**src/rtl/uart_pkg.sv**
```systemverilog
`default_nettype none
// ============================================================================
//  Module      : uart_pkg
//  Description : Definitions shared by the UART transmit and receive engines:
//                the transmit state encoding and the oversample ratio.
//  Revision    : 1.0  initial release
// ============================================================================
package uart_pkg;

  // Baud ticks per bit period; the receiver samples with the same ratio.
  localparam int OVERSAMPLE = 16;

  typedef enum logic [2:0] {
    IDLE   = 3'd0,
    START  = 3'd1,
    DATA   = 3'd2,
    PARITY = 3'd3,
    STOP   = 3'd4
  } tx_state_e;

endpackage
`default_nettype wire

```
**src/rtl/uart_tx_drain.sv**
```systemverilog
`default_nettype none
// ============================================================================
//  Module      : uart_tx_drain
//  Description : UART transmitter that drains a first-word-fall-through FIFO.
//                Pops one word in IDLE, then sends start, LSB-first data,
//                optional even parity and stop bits on a registered tx line,
//                paced by a shared 16x baud tick.
//  Options     : define UART_TX_PARITY_EN to insert an even parity bit.
//  Revision    : 1.0  initial release
// ============================================================================
module uart_tx_drain
  import uart_pkg::*;
#(
  parameter int DATA_BITS = 8,
  parameter int SB_TICK   = 16
) (
  input  logic                 clk,
  input  logic                 reset,
  input  logic                 baud_tick,
  input  logic                 tx_en,
  input  logic                 fifo_empty,
  input  logic [DATA_BITS-1:0] fifo_data,
  output logic                 fifo_rd,
  output logic                 tx,
  output logic                 tx_busy,
  output logic                 tx_done_tick
);

  localparam int NW = (DATA_BITS > 1) ? $clog2(DATA_BITS) : 1;
  localparam logic [4:0]    S_BIT_LAST  = 5'(OVERSAMPLE - 1);
  localparam logic [4:0]    S_STOP_LAST = 5'(SB_TICK - 1);
  localparam logic [NW-1:0] N_LAST      = NW'(DATA_BITS - 1);

  tx_state_e            state_q, state_d;
  logic [4:0]           s_q, s_d;
  logic [NW-1:0]        n_q, n_d;
  logic [DATA_BITS-1:0] b_q, b_d;
  logic                 tx_q, tx_d;
`ifdef UART_TX_PARITY_EN
  logic                 parity_q, parity_d;
`endif

  // State, counters, shift register and the tx line; reset forces tx idle-high.
  always_ff @(posedge clk or posedge reset) begin
    if (reset) begin
      state_q <= IDLE;
      s_q     <= '0;
      n_q     <= '0;
      b_q     <= '0;
      tx_q    <= 1'b1;
    end else begin
      state_q <= state_d;
      s_q     <= s_d;
      n_q     <= n_d;
      b_q     <= b_d;
      tx_q    <= tx_d;
    end
  end

`ifdef UART_TX_PARITY_EN
  // Parity of the word is latched when it is popped, not recomputed later.
  always_ff @(posedge clk or posedge reset) begin
    if (reset) begin
      parity_q <= 1'b0;
    end else begin
      parity_q <= parity_d;
    end
  end
`endif

  // Next-state logic; tx_d is the value tx must take in the state being entered.
  always_comb begin
    state_d      = state_q;
    s_d          = s_q;
    n_d          = n_q;
    b_d          = b_q;
    tx_d         = tx_q;
    fifo_rd      = 1'b0;
    tx_done_tick = 1'b0;
`ifdef UART_TX_PARITY_EN
    parity_d     = parity_q;
`endif
    case (state_q)
      IDLE: begin
        tx_d = 1'b1;
        // Gating with reset keeps the pop strobe quiet while reset is held.
        if (tx_en && !fifo_empty && !reset) begin
          fifo_rd = 1'b1;
          state_d = START;
          s_d     = '0;
          n_d     = '0;
          b_d     = fifo_data;
          tx_d    = 1'b0;
`ifdef UART_TX_PARITY_EN
          parity_d = ^fifo_data;
`endif
        end
      end
      START: begin
        if (baud_tick) begin
          if (s_q == S_BIT_LAST) begin
            state_d = DATA;
            s_d     = '0;
            tx_d    = b_q[0];
          end else begin
            s_d = s_q + 5'd1;
          end
        end
      end
      DATA: begin
        if (baud_tick) begin
          if (s_q == S_BIT_LAST) begin
            s_d = '0;
            b_d = b_q >> 1;
            n_d = n_q + NW'(1);
            if (n_q == N_LAST) begin
`ifdef UART_TX_PARITY_EN
              state_d = PARITY;
              tx_d    = parity_q;
`else
              state_d = STOP;
              tx_d    = 1'b1;
`endif
            end else begin
              tx_d = b_q[1];
            end
          end else begin
            s_d = s_q + 5'd1;
          end
        end
      end
`ifdef UART_TX_PARITY_EN
      PARITY: begin
        if (baud_tick) begin
          if (s_q == S_BIT_LAST) begin
            state_d = STOP;
            s_d     = '0;
            tx_d    = 1'b1;
          end else begin
            s_d = s_q + 5'd1;
          end
        end
      end
`endif
      STOP: begin
        tx_d = 1'b1;
        if (baud_tick) begin
          if (s_q == S_STOP_LAST) begin
            state_d      = IDLE;
            s_d          = '0;
            tx_done_tick = 1'b1;
          end else begin
            s_d = s_q + 5'd1;
          end
        end
      end
      default: begin
        state_d = IDLE;
        s_d     = '0;
        tx_d    = 1'b1;
      end
    endcase
  end

  assign tx      = tx_q;
  assign tx_busy = (state_q != IDLE);

endmodule
`default_nettype wire
```
**config.mk**
```make
export PLATFORM = sky130hd
export DESIGN_NAME = uart_tx_drain
export DESIGN_NICKNAME = d
export VERILOG_FILES = /design/src/rtl/uart_pkg.sv /design/src/rtl/uart_tx_drain.sv
export SDC_FILE = /design/constraint.sdc
export NUM_CORES = 1
export LEC_CHECK = 0
export CAP_MARGIN = 40
export CORE_AREA = 2 2 59 44
export CTS_CLUSTER_DIAMETER = 40
export DETAILED_ROUTE_END_ITERATION = 10
export DIE_AREA = 0 0 61 46
export PLACE_DENSITY_LB_ADDON = 0.1
export SYNTH_ARGS = -nofsm -noshare
export SYNTH_HDL_FRONTEND = slang
export SYNTH_SLANG_ARGS = --single-unit
```
**constraint.sdc**
```tcl
create_clock -name clk -period 2.8 [get_ports clk]
set_input_delay 0.56 -clock clk [delete_from_list [all_inputs] [get_ports clk]]
set_output_delay 0.56 -clock clk [all_outputs]
set_load 0.01 [all_outputs]
```
### After elaboration in Yosys (flattened, before gate mapping)

Index checks and enable logic that the tools add are counted.

* bits in writable memories: 0
* memories: 0
* ROM bits: 0
* input bits: 13
* bits in latches: 0
* output and inout bits: 4
* word-level logic and storage cells: 66
* register bits: 20

* bitwise gates (word level): 0
* reductions and logical operators: 12
* div/mod/pow operators: 0
* muxes and demuxes: 33
* add/sub/neg operators: 2
* shifts and indexed selects: 0
* multipliers: 0
* $lt $le $gt $ge: 0
* equal/unequal tests: 14

Operator list (number)
* 3-bit 2-to-1 mux: 11
* 8-bit 2-to-1 mux: 3
* 2-bit != test (second input constant): 8
* 8-bit case mux with 2 select lines: 1
* 5-bit 2-to-1 mux: 3
* 3-bit case mux with 4 select lines: 1
* 1-bit 2-to-1 mux: 11
* 5-bit case mux with 2 select lines: 1
* 4-bit AND reduction: 2
* 8-bit AND reduction: 1
* 3-bit equality test (second input constant): 2
* 3-bit case mux with 2 select lines: 1
* 5-bit by 1-bit adder with 5-bit output (second input constant): 1
* 5-bit by 4-bit equality test with 1-bit output (second input constant): 1
* 3-bit by 1-bit adder with 3-bit output (second input constant): 1
* 3-bit by 1-bit equality test with 1-bit output (second input constant): 1
* 3-bit by 2-bit equality test with 1-bit output (second input constant): 1
* 3-bit logical NOT: 1
* 1-bit case mux with 3 select lines: 1
* 3-bit nonzero test: 1
* 3-bit OR reduction: 1
* 1-bit logical AND: 2
* 1-bit logical NOT: 2
* 2-bit by 1-bit != test with 1-bit output (second input constant): 1
* other kinds (2): 2

### Logic depth before layout (Yosys ltp)

* word-level depth: 5
* gate-level depth with buffers: 7
* depth with buffers taken out: 6

### Worst setup path before layout

No wires, ideal clock.

* path type: input to register
* start point: input port fifo_empty
* end point: register b_q[0]
* data required time: 2.675 ns
* path slack: 0.853 ns
* arrival: 1.822 ns
* setup time: 0.125 ns
* stages: 6
* path buffers: 1
* cell sequence: or3b_1 -> or2_4 -> clkinv_2 -> a21o_4 -> buf_12 -> mux2_4

* longest elaborated chain between the ends: 5

Ends and longest elaborated chain
* from (decl): line uart_tx_drain.sv:21 `input logic fifo_empty,`
* 1-bit logical NOT: line uart_tx_drain.sv:87 `if (tx_en && !fifo_empty && !reset) begin`
* 1-bit logical AND (2 in series): line uart_tx_drain.sv:87
* 2-bit != test (no source line)
* 4-bit AND reduction (no source line)
* to (signal assigned): line uart_tx_drain.sv:49 `b_q <= '0;`
* to (signal assigned): line uart_tx_drain.sv:55 `b_q <= b_d;`
* to (decl): line uart_tx_drain.sv:37 `logic [DATA_BITS-1:0] b_q, b_d;`

No other way between the ends.
A chain may end at the register's enable or synchronous reset.

### Final worst setup path

* start point: register s_q[0]
* end point: output port tx_done_tick

* longest elaborated chain between the ends: 4

Ends and longest elaborated chain
* from (decl): line uart_tx_drain.sv:35 `logic [4:0] s_q, s_d;`
* from (signal assigned): line uart_tx_drain.sv:47 `s_q <= '0;`
* from (signal assigned): line uart_tx_drain.sv:53 `s_q <= s_d;`
* 5-bit by 4-bit equality test with 1-bit output: line uart_tx_drain.sv:148 `if (s_q == S_STOP_LAST) begin`
* 1-bit 2-to-1 mux: line uart_tx_drain.sv:148
* 1-bit 2-to-1 mux: line uart_tx_drain.sv:147 `if (baud_tick) begin`
* 1-bit 2-to-1 mux: line uart_tx_drain.sv:83 `case (state_q)`
* to (decl): line uart_tx_drain.sv:26 `output logic tx_done_tick`

No other way between the ends.

==> results.sh <==
export IMPL_r2r_cells=6
export IMPL_power_share_clock=0.233
export IMPL_grt_overflow=0
export IMPL_routabilityCongestion=0.917
export IMPL_routed_wl_um=2290
export IMPL_drc=0
export IMPL_synth_cell_type_count=41
export IMPL_clk_latency_ns=0.31
export IMPL_finalSetupViolations=0
export IMPL_final_nets=147
export IMPL_final_setup_worst_slack_ns=0.163
export IMPL_hp_class="flop to flop"
export IMPL_firstDrtPassIters=4
export IMPL_grt_pass1_wl_um=3710
export IMPL_synthFlopType="dfrtp_1"
export IMPL_async_reset_ff_frac=1.00
export IMPL_powerDensity_nw_per_um2=699
export IMPL_drive_above_1_share=0.246
export IMPL_vias=888
export IMPL_grt_pass1_vias=855
export IMPL_period_share=0.942
export IMPL_wl_per_cell_um=14.0
export IMPL_crit_path_end_kind="output pin"
export IMPL_skew_ns=0.00248
export IMPL_synth_seq_cells=20
export IMPL_rsz0062_at_grt="false"
export IMPL_final_min_clock_period_ns=2.64
export IMPL_hold_violations=0
export IMPL_max_cap_violations=0
export IMPL_die_area_um2=2810
export IMPL_io_buffer_count=16
export IMPL_antenna_found_initial=0
export IMPL_seq_area_frac_synth=0.416
export IMPL_h_tree_depth=1
export IMPL_synth_edf_count=0
export IMPL_critPathArrivalTime_ns=2.08
export IMPL_root_buffer="clkbuf_4"
export IMPL_p_int_w=0.000721
export IMPL_fp_row_count=15
export IMPL_leakagePower_nw=0.669
export IMPL_hold_path_startpoint="n_q[0]"
export IMPL_rr_startpoint="s_q[0]"
export IMPL_layout_commonest_cell="dfrtp_1"
export IMPL_worst_pin_slew_ns=0.751
export IMPL_holdWs_ns=0.502
export IMPL_dpl_hpwl_um=1760
export IMPL_clk_pin_slew_worst_paths_ns=0.11
export IMPL_r2r_end="b_q[3]"
export IMPL_syn_avg_cell_area_um2=11.0
export IMPL_relSlewSlack=0.499
export IMPL_outcome="finished, final reports clean"
export IMPL_num_io_pins=17
export IMPL_postCtsSetupRepairBufs=0
export IMPL_ant_nets=0
export IMPL_clock_path_buffers=2
export IMPL_grt_use_total=0.187
export IMPL_p_comb_frac=0.333
export IMPL_clkSinkCount=20
export IMPL_core_area_um2=2310
export IMPL_syn_to_final_growth_pct=20.5
export IMPL_die_h_um=46
export IMPL_hold_end="n_q[0]"
export IMPL_vias_per_cell=5.41
export IMPL_drtIter0Drc=52
export IMPL_fmax_ghz=0.379
export IMPL_die_x_um=61
export IMPL_synth_nets=126
export IMPL_power_switching_w=0.000296
export IMPL_final_cell_mix="dfrtp_1 (19), clkdlybuf4s50_1 (15), nand2_1 (9)"
export IMPL_slew_violations=0
export IMPL_r2r_slack_ns=0.86
export IMPL_pwr_share_seq=0.434
export IMPL_cts_inserted_buffers=3
export IMPL_crit_required_ns=2.24
export IMPL_start_util=0.523
export IMPL_syn_area_um2=1210
export IMPL_crit_type="flop to output pin"
export IMPL_num_antenna_cells=0
export IMPL_syn_inst=110
export IMPL_cts_hold_buf=0
export IMPL_ir_drop_v=0.000350
export IMPL_worstSetupStartpointType="flop"
export IMPL_pre_cts_ws_ns=-0.0467
export IMPL_grt_max_degree=21
export IMPL_tritoncts="built"
export IMPL_yosys_warnings=0
export IMPL_path_max_fanout=5
export IMPL_switching_share=0.291
export IMPL_hold_path_cell_count=1
-- cell type report --
type,instances,area (µm²)
timing repair buffer,21,196
clock buffer,3,22.5
clock inverter,1,30.0
sequential,20,502
fill,200,853
multi-input combinational,77,631
tap,34,42.5
inverter,8,31.3
-- worst max-delay path by stage --
stage / start / endpoint / slack [ns] / cells after the start
floorplan: fifo_empty / b_q[0] / 0.85 / 6
global placement: tx_en / fifo_rd / -0.04 / 5
detailed placement: tx_en / fifo_rd / -0.05 / 5
CTS: s_q[0] / tx_done_tick / 0.16 / 5
global route: s_q[0] / tx_done_tick / 0.03 / 5
finish: s_q[0] / tx_done_tick / 0.16 / 5
-- critical path, stage by stage, from the launching register on --
cell	delay, ns
dfrtp_1	0.40
ha_1	0.24
and4b_1	0.27
and2_1	0.17
and3_1	0.16
clkdlybuf4s50_1	0.53
-- cell usage after synthesis (2+ instances only) --
| master | number | area [µm²] |
|---|---|---|
| dfrtp_1 | 19 | 475 |
| nand2_1 | 9 | 33.8 |
| inv_1 | 7 | 26.3 |
| mux2_2 | 7 | 78.8 |
| mux2_4 | 7 | 105 |
| nor2_1 | 5 | 18.8 |
| o21ai_0 | 5 | 25.0 |
| mux2i_1 | 4 | 40.0 |
| a21boi_0 | 3 | 22.5 |
| a21oi_1 | 3 | 15.0 |
| and3_1 | 3 | 18.8 |
| buf_2 | 3 | 15.0 |
| ha_1 | 3 | 37.5 |
| nor2b_1 | 3 | 18.8 |
| and2_1 | 2 | 12.5 |
| o211ai_1 | 2 | 15.0 |
-- kinds of logic after synthesis --
| logic type | share of synthesized area |
|---|---|
| xor+xnor | 0.00726 |
| buf+inv | 0.0642 |
| compound gates | 0.141 |
| mux | 0.195 |
| flops | 0.416 |
| simple gates | 0.146 |
| fa+ha+maj | 0.0311 |
-- power groups by stage --
stage / registers [W] / clock network [W] / logic [W]
6_report: 0.000441 / 0.000237 / 0.000339
5_1_grt: 0.000455 / 0.000259 / 0.000374
4_1_cts: 0.000441 / 0.000245 / 0.000343
3_5_place_dp: 0.000447 / 0 / 0.000341
3_3_place_gp: 0.000441 / 0 / 0.000328
2_1_floorplan: 0.000418 / 0 / 0.000267
-- what timing repair did --
action                                  4_1_cts  5_1_grt
hold endpoints to repair                      0        0
endpoints found under the setup margin        1        0
gates resized for setup                       2        0
-- layer usage --
metal	vias to the layer above	routed length [µm]	GRT usage
li1	432	-	-
met1	432	1060	0.226
met2	19	1110	0.327
met3	5	98	0.0597
met4	0	19	0.0391
met5	-	0	0
-- per-stage QoR --
| step | area [µm²] | power [W] | instances | util | setup TNS (ns) |
|---|---|---|---|---|---|
| 2_1_floorplan | 1210 | 0.000686 | 110 | - | 0 |
| 3_3_place_gp | 1400 | 0.000769 | 160 | 0.607 | -0.0377 |
| 3_5_place_dp | 1400 | 0.000788 | 160 | 0.607 | -0.0467 |
| 4_1_cts | 1460 | 0.00103 | 164 | 0.630 | 0 |
| 5_1_grt | 1460 | 0.00109 | 164 | 0.630 | 0 |
| 6_report | 1460 | 0.00102 | 164 | 0.630 | 0 |
-- state kept, by name, indices dropped and copies added, names as in the netlist --
register	cells
tx	1
n_q	3
s_q	5
b_q	8
state_q	3
Power figures use the tool's default switching activity.
